[config.mk]
export PLATFORM = sky130hd
export DESIGN_NAME = regfile_access_ctrl
export DESIGN_NICKNAME = d
export VERILOG_FILES = /design/src/rtl/regfile_access_ctrl_pkg.sv /design/src/rtl/regfile_access_ctrl_rr_arb2.sv /design/src/rtl/regfile_access_ctrl.sv
export SDC_FILE = /design/constraint.sdc
export NUM_CORES = 1
export LEC_CHECK = 0
export BUFFER_PORTS_ARGS = -buffer_cell sky130_fd_sc_hd__buf_2
export CAP_MARGIN = 20
export CORE_MARGIN = 1.5
export CORE_UTILIZATION = 44
export DETAILED_ROUTE_END_ITERATION = 10
export GPL_TIMING_DRIVEN = 0
export PLACE_DENSITY = 0.75
export SETUP_SLACK_MARGIN = 0.15
export SYNTH_ARGS = -nofsm -noshare
export SYNTH_HDL_FRONTEND = slang
export SYNTH_HIERARCHICAL = 1
export SYNTH_SLANG_ARGS = --single-unit
[constraint.sdc]
create_clock -name clk -period 1.5 [get_ports clk]
set_clock_uncertainty 0.2 [all_clocks]
set_input_delay 0.15 -clock clk [delete_from_list [all_inputs] [get_ports clk]]
set_output_delay 0.15 -clock clk [all_outputs]
set_load 0.05 [all_outputs]
[src/rtl/regfile_access_ctrl_pkg.sv]
// Shared types and sizes for the register-file access sequencer.
package regfile_access_ctrl_pkg;

   localparam int RF_AW = 4;
   localparam int RF_DW = 8;

   typedef enum logic [2:0] {
      ST_INIT   = 3'd0,
      ST_IDLE   = 3'd1,
      ST_ACCESS = 3'd2,
      ST_WAIT   = 3'd3,
      ST_DONE   = 3'd4
   } state_e;

endpackage

[src/rtl/regfile_access_ctrl_rr_arb2.sv]
// Two-way round-robin pick; on a tie the requester not served last wins.
module rr_arb2 (
   input  logic req0,
   input  logic req1,
   input  logic last_gnt,
   output logic gnt_vld,
   output logic gnt_id
);

   always_comb begin
      gnt_vld = req0 | req1;
      gnt_id  = req1 & (~req0 | ~last_gnt);
   end

endmodule

[src/rtl/regfile_access_ctrl.sv]
// Fills the register file after reset, then serves two requesters
// through its single synchronous-read port, one access per four cycles.
module regfile_access_ctrl
   import regfile_access_ctrl_pkg::*;
#(
   parameter int AW      = RF_AW,
   parameter int DW      = RF_DW,
   parameter int INIT_EN = 1
) (
   input  logic          clk,
   input  logic          rst_n,
   input  logic          req0,
   input  logic          req1,
   input  logic          rw0,
   input  logic          rw1,
   input  logic [AW-1:0] adr0,
   input  logic [AW-1:0] adr1,
   input  logic [DW-1:0] wd0,
   input  logic [DW-1:0] wd1,
   output logic          ack0,
   output logic          ack1,
   output logic [DW-1:0] rdata,
   output logic          busy,
   output logic [DW-1:0] disp_value,
   output logic [AW-1:0] rf_adr,
   output logic [DW-1:0] rf_wdata,
   output logic          rf_we,
   input  logic [DW-1:0] rf_rdata
);

   state_e        state_q, state_d;
   logic [AW-1:0] cnt_q, cnt_d;
   logic          last_gnt_q, last_gnt_d;
   logic          gnt_q, gnt_d;
   logic          rw_q, rw_d;
   logic [AW-1:0] rf_adr_q, rf_adr_d;
   logic [DW-1:0] rf_wdata_q, rf_wdata_d;
   logic          rf_we_q, rf_we_d;
   logic          ack0_q, ack0_d;
   logic          ack1_q, ack1_d;
   logic [DW-1:0] rdata_q, rdata_d;
   logic [DW-1:0] disp_q, disp_d;
   logic          busy_q, busy_d;
   logic          arb_vld;
   logic          arb_id;

   rr_arb2 u_arb (
      .req0     (req0),
      .req1     (req1),
      .last_gnt (last_gnt_q),
      .gnt_vld  (arb_vld),
      .gnt_id   (arb_id)
   );

   always_comb begin
      state_d    = state_q;
      cnt_d      = cnt_q;
      last_gnt_d = last_gnt_q;
      gnt_d      = gnt_q;
      rw_d       = rw_q;
      rf_adr_d   = rf_adr_q;
      rf_wdata_d = rf_wdata_q;
      rf_we_d    = 1'b0;
      ack0_d     = 1'b0;
      ack1_d     = 1'b0;
      rdata_d    = rdata_q;
      disp_d     = disp_q;
      unique case (state_q)
         ST_INIT: begin
            rf_we_d    = 1'b1;
            rf_adr_d   = cnt_q;
            rf_wdata_d = DW'(cnt_q);
            cnt_d      = cnt_q + AW'(1);
            if (cnt_q == {AW{1'b1}}) state_d = ST_IDLE;
         end
         ST_IDLE: begin
            if (arb_vld) begin
               gnt_d      = arb_id;
               last_gnt_d = arb_id;
               rw_d       = arb_id ? rw1 : rw0;
               rf_we_d    = arb_id ? rw1 : rw0;
               rf_adr_d   = arb_id ? adr1 : adr0;
               rf_wdata_d = arb_id ? wd1 : wd0;
               state_d    = ST_ACCESS;
            end
         end
         ST_ACCESS: state_d = ST_WAIT;
         ST_WAIT: begin
            if (rw_q) begin
               disp_d = rf_wdata_q;
            end else begin
               rdata_d = rf_rdata;
               disp_d  = rf_rdata;
            end
            ack0_d  = ~gnt_q;
            ack1_d  = gnt_q;
            state_d = ST_DONE;
         end
         ST_DONE: state_d = ST_IDLE;
         default: state_d = ST_IDLE;
      endcase
      // stays high through the cycle that commits the last fill write
      busy_d = (state_d != ST_IDLE) || (state_q == ST_INIT);
   end

   always_ff @(posedge clk or negedge rst_n) begin
      if (!rst_n) begin
         state_q    <= (INIT_EN != 0) ? ST_INIT : ST_IDLE;
         busy_q     <= (INIT_EN != 0);
         cnt_q      <= '0;
         last_gnt_q <= 1'b1;
         gnt_q      <= 1'b0;
         rw_q       <= 1'b0;
         rf_adr_q   <= '0;
         rf_wdata_q <= '0;
         rf_we_q    <= 1'b0;
         ack0_q     <= 1'b0;
         ack1_q     <= 1'b0;
         rdata_q    <= '0;
         disp_q     <= '0;
      end else begin
         state_q    <= state_d;
         busy_q     <= busy_d;
         cnt_q      <= cnt_d;
         last_gnt_q <= last_gnt_d;
         gnt_q      <= gnt_d;
         rw_q       <= rw_d;
         rf_adr_q   <= rf_adr_d;
         rf_wdata_q <= rf_wdata_d;
         rf_we_q    <= rf_we_d;
         ack0_q     <= ack0_d;
         ack1_q     <= ack1_d;
         rdata_q    <= rdata_d;
         disp_q     <= disp_d;
      end
   end

   assign ack0       = ack0_q;
   assign ack1       = ack1_q;
   assign rdata      = rdata_q;
   assign busy       = busy_q;
   assign disp_value = disp_q;
   assign rf_adr     = rf_adr_q;
   assign rf_wdata   = rf_wdata_q;
   assign rf_we      = rf_we_q;

endmodule

==> flow_metrics.tcl <==
set metrics [dict create \
    status "finished with violations" \
    layout.cells.non_filler 322 \
    via_per_inst 5.22 \
    grt_pass1_wl_um 8290 \
    syn-mean-instance-area_sq_um 12.3 \
    dp_hpwl_um 3180 \
    final_nets 309 \
    grt_max_degree 43 \
    finalWorstSetupSlack_ns -0.0976 \
    syn_to_final_growth_pct 61.3 \
    switching_share_pct 46.8 \
    ctsRootBufferMaster "clkbuf_8" \
    p_total_mw 8.14 \
    dr.pass1.iters 4 \
    routed-via-count 1682 \
    rows 23 \
    cts_sinks 42 \
    cts_tree "done" \
    dieArea_sq_um 4820 \
    drt_iter0_markers 86 \
    fin_tns_setup_ns -0.985 \
    clk_pin_slew_ns 0.08 \
    hold_slack_ns -0.210 \
    synth.ff_latch_count 42 \
    pwr-share-clk_pct 13.5 \
    cts_hold_buf 18 \
    route.detailed.drc 0 \
    placedCellCount 277 \
    final_antenna_net_count 0 \
    p_int_mw 4.33 \
    ir_drop_uv 1570 \
    yosys.cell_types.count 31 \
    setup_viol 18 \
    syn_inst 158 \
    ys_seq_area_share_pct 54.3 \
    period_share_pct 107 \
    critPathKind "reg2reg" \
    min_path_type "in2async" \
    p_switching_mw 3.81 \
    cp-start-kind "flip-flop" \
    ys_warn_count 6 \
    drv_slew 0 \
    die_y_um 69.4 \
    pwr-share-seq_pct 26.7 \
    cts_made_buffers 5 \
    slew_headroom_pct 37.9 \
    design.core.area_sq_um 4120 \
    worstMarginPinSlew_ns 0.932 \
    fin_crit_ns 1.60 \
    required_ns 1.49 \
    clock_path_buffers 2 \
    portBuffers 69 \
    grt_pass1_vias 1744 \
    dpl_worst_slack_ns -0.172 \
    gp_congestion 0.802 \
    arrival_ns 1.59 \
    power-per-cell-area_nw_per_um2 2600 \
    synthesis.area_sq_um 1940 \
    htree_levels 2 \
    syn_nets 197 \
    io_pins 70 \
    antenna_found_initial 1 \
    fillCellCount 244 \
    die_w_um 69.4 \
    regArea_sq_um 1050 \
    clk_latency_ns 0.30 \
    drive_gt1_share_pct 57.9 \
    initial_core_util_pct 47.2 \
    combPwrFrac_pct 59.8 \
    hold_viol 40 \
    grt_usage_pct 22.1 \
    drt-total-wl_um 5660 \
    worstSetupEndpointType "flip-flop" \
    maxCapViolCount 0 \
    grt_overflow 0 \
    multi_input_area_sq_um 983 \
    rsz0062_at_grt "true" \
    p_leak_nw 1.53 \
    crit_fanout 4 \
    max_freq_ghz 0.626 \
    violations "negative hold slack, negative setup slack" \
    wl_per_cell_um 17.6 \
]
==> layer usage <==
metal | GRT usage (%) | vias up | wire (um)
met4 | 7.84 | 0 | 99
met2 | 38.5 | 52 | 3070
met5 | 0 | - | 0
met3 | 5.96 | 13 | 183
met1 | 26.1 | 832 | 2300
li1 | - | 785 | -
==> final cells by class <==
| class | instances | area share [%] |
|---|---|---|
| inverter | 2 | 0.240 |
| buffer | 10 | 3.80 |
| clock inverter | 2 | 1.92 |
| antenna | 1 | 0.0799 |
| timing repair buffer | 105 | 24.3 |
| sequential | 42 | 33.7 |
| multi-input combinational | 104 | 31.4 |
| tap | 50 | 2.00 |
| clock buffer | 6 | 2.64 |
==> power by group through the flow <==
stage / Combinational, mW / Clock [mW] / Sequential (mW)
3_3_place_gp: 3.73 / 0 / 2.09
2_1_floorplan: 1.55 / 0 / 3.50
3_5_place_dp: 3.81 / 0 / 2.12
5_1_grt: 5.10 / 1.17 / 2.23
6_report: 4.87 / 1.10 / 2.17
4_1_cts: 4.36 / 1.11 / 2.13
==> path summary, 6_finish.rpt <==
path,start,to,slack [ns],cells after the start
min in group clk,adr0[0],rf_adr[0],0.01,3
worst min-delay path,rst_n,rf_adr[1],-0.21,1
worst min register to register,gnt_q,ack0,0.22,1
worst max register to register,last_gnt_q,rw_q,-0.1,4
worst max-delay path,last_gnt_q,rw_q,-0.1,4
max in group asynchronous,rst_n,state_q[2],0.67,1
==> cell usage after synthesis <==
cell        n  area share (%)
a31oi_1     1            0.32
a21boi_1    1            0.39
dfrtp_1    40              52
xnor2_1     2            0.90
nor2_1      4            0.77
nand3b_4    1             1.0
dfstp_2     2             2.7
xnor2_2     1            0.84
mux2_2     10             5.8
a21boi_0    1            0.39
nand2_1    17             3.3
or2_1       1            0.32
a21oi_1     8             2.1
ha_1        1            0.64
nand2b_1    1            0.32
nand4bb_1   1            0.58
o2bb2ai_1   4             1.8
o21ba_2     1            0.52
nand4_1     2            0.64
buf_6       3             1.7
or3_1       1            0.32
nor2_4      5             2.9
inv_1       2            0.39
mux2i_1    20              10
buf_4       5             1.9
nor3_2      1            0.52
mux2_1      1            0.58
a211oi_1    8             3.1
o21ai_0    10             2.6
buf_2       2            0.52
nor3_1      1            0.26
==> cells by family after synthesis <==
group,synth area share [%]
buffers and inverters,4.57
and+or+nand+nor,11.0
adders and majority gates,0.644
xor gates and xnor gates,1.74
muxes,16.7
DFF,54.3
AOI/OAI and AO/OA,11.1
==> state kept, by name (all words and copies together) (netlist names) <==
signal,cells
last_gnt_q,1
ack1,1
ack0,1
rf_adr,4
rf_we,1
gnt_q,1
state_q,3
rdata,8
cnt_q,4
rw_q,1
busy,1
rf_wdata,8
disp_value,8
==> critical path, cell delays in order (launching register included) <==
cell	delay, ns
dfstp_2	0.55
a21boi_2	0.06
buf_6	0.13
mux2_4	0.30
mux2_2	0.26
==> timing repair <==
item                                    in CTS  in global routing
buffers inserted                            12                  3
endpoints found under the setup margin      41                 46
gates resized for setup                     38                 41
cloned                                       2                  1
pin swaps                                   16                  7
endpoints found under the hold margin       61                 40
==> stage by stage <==
step | instance area (sq um) | utilization [%]
floorplan | 1980 | -
global placement | 2390 | 58.0
global route | 3130 | 76.1
finish | 3130 | 76.1
detailed placement | 2390 | 58.0
CTS | 2960 | 71.8
==> placed cells by master (no fill, tap or decap), drive strengths merged, types with 8 or more instances in the layout <==
| cell type | Yosys | routed |
|---|---|---|
| a211oi | 8 | 8 |
| buf | 10 | 89 |
| nand2 | 17 | 17 |
| mux2 | 11 | 11 |
| nor2 | 9 | 9 |
| clkbuf | 0 | 14 |
| mux2i | 20 | 20 |
| dlygate4sd3 | 0 | 18 |
| dfrtp | 40 | 40 |
| a21oi | 8 | 8 |
| o21ai | 10 | 10 |
Power figures use the tool's default switching activity.
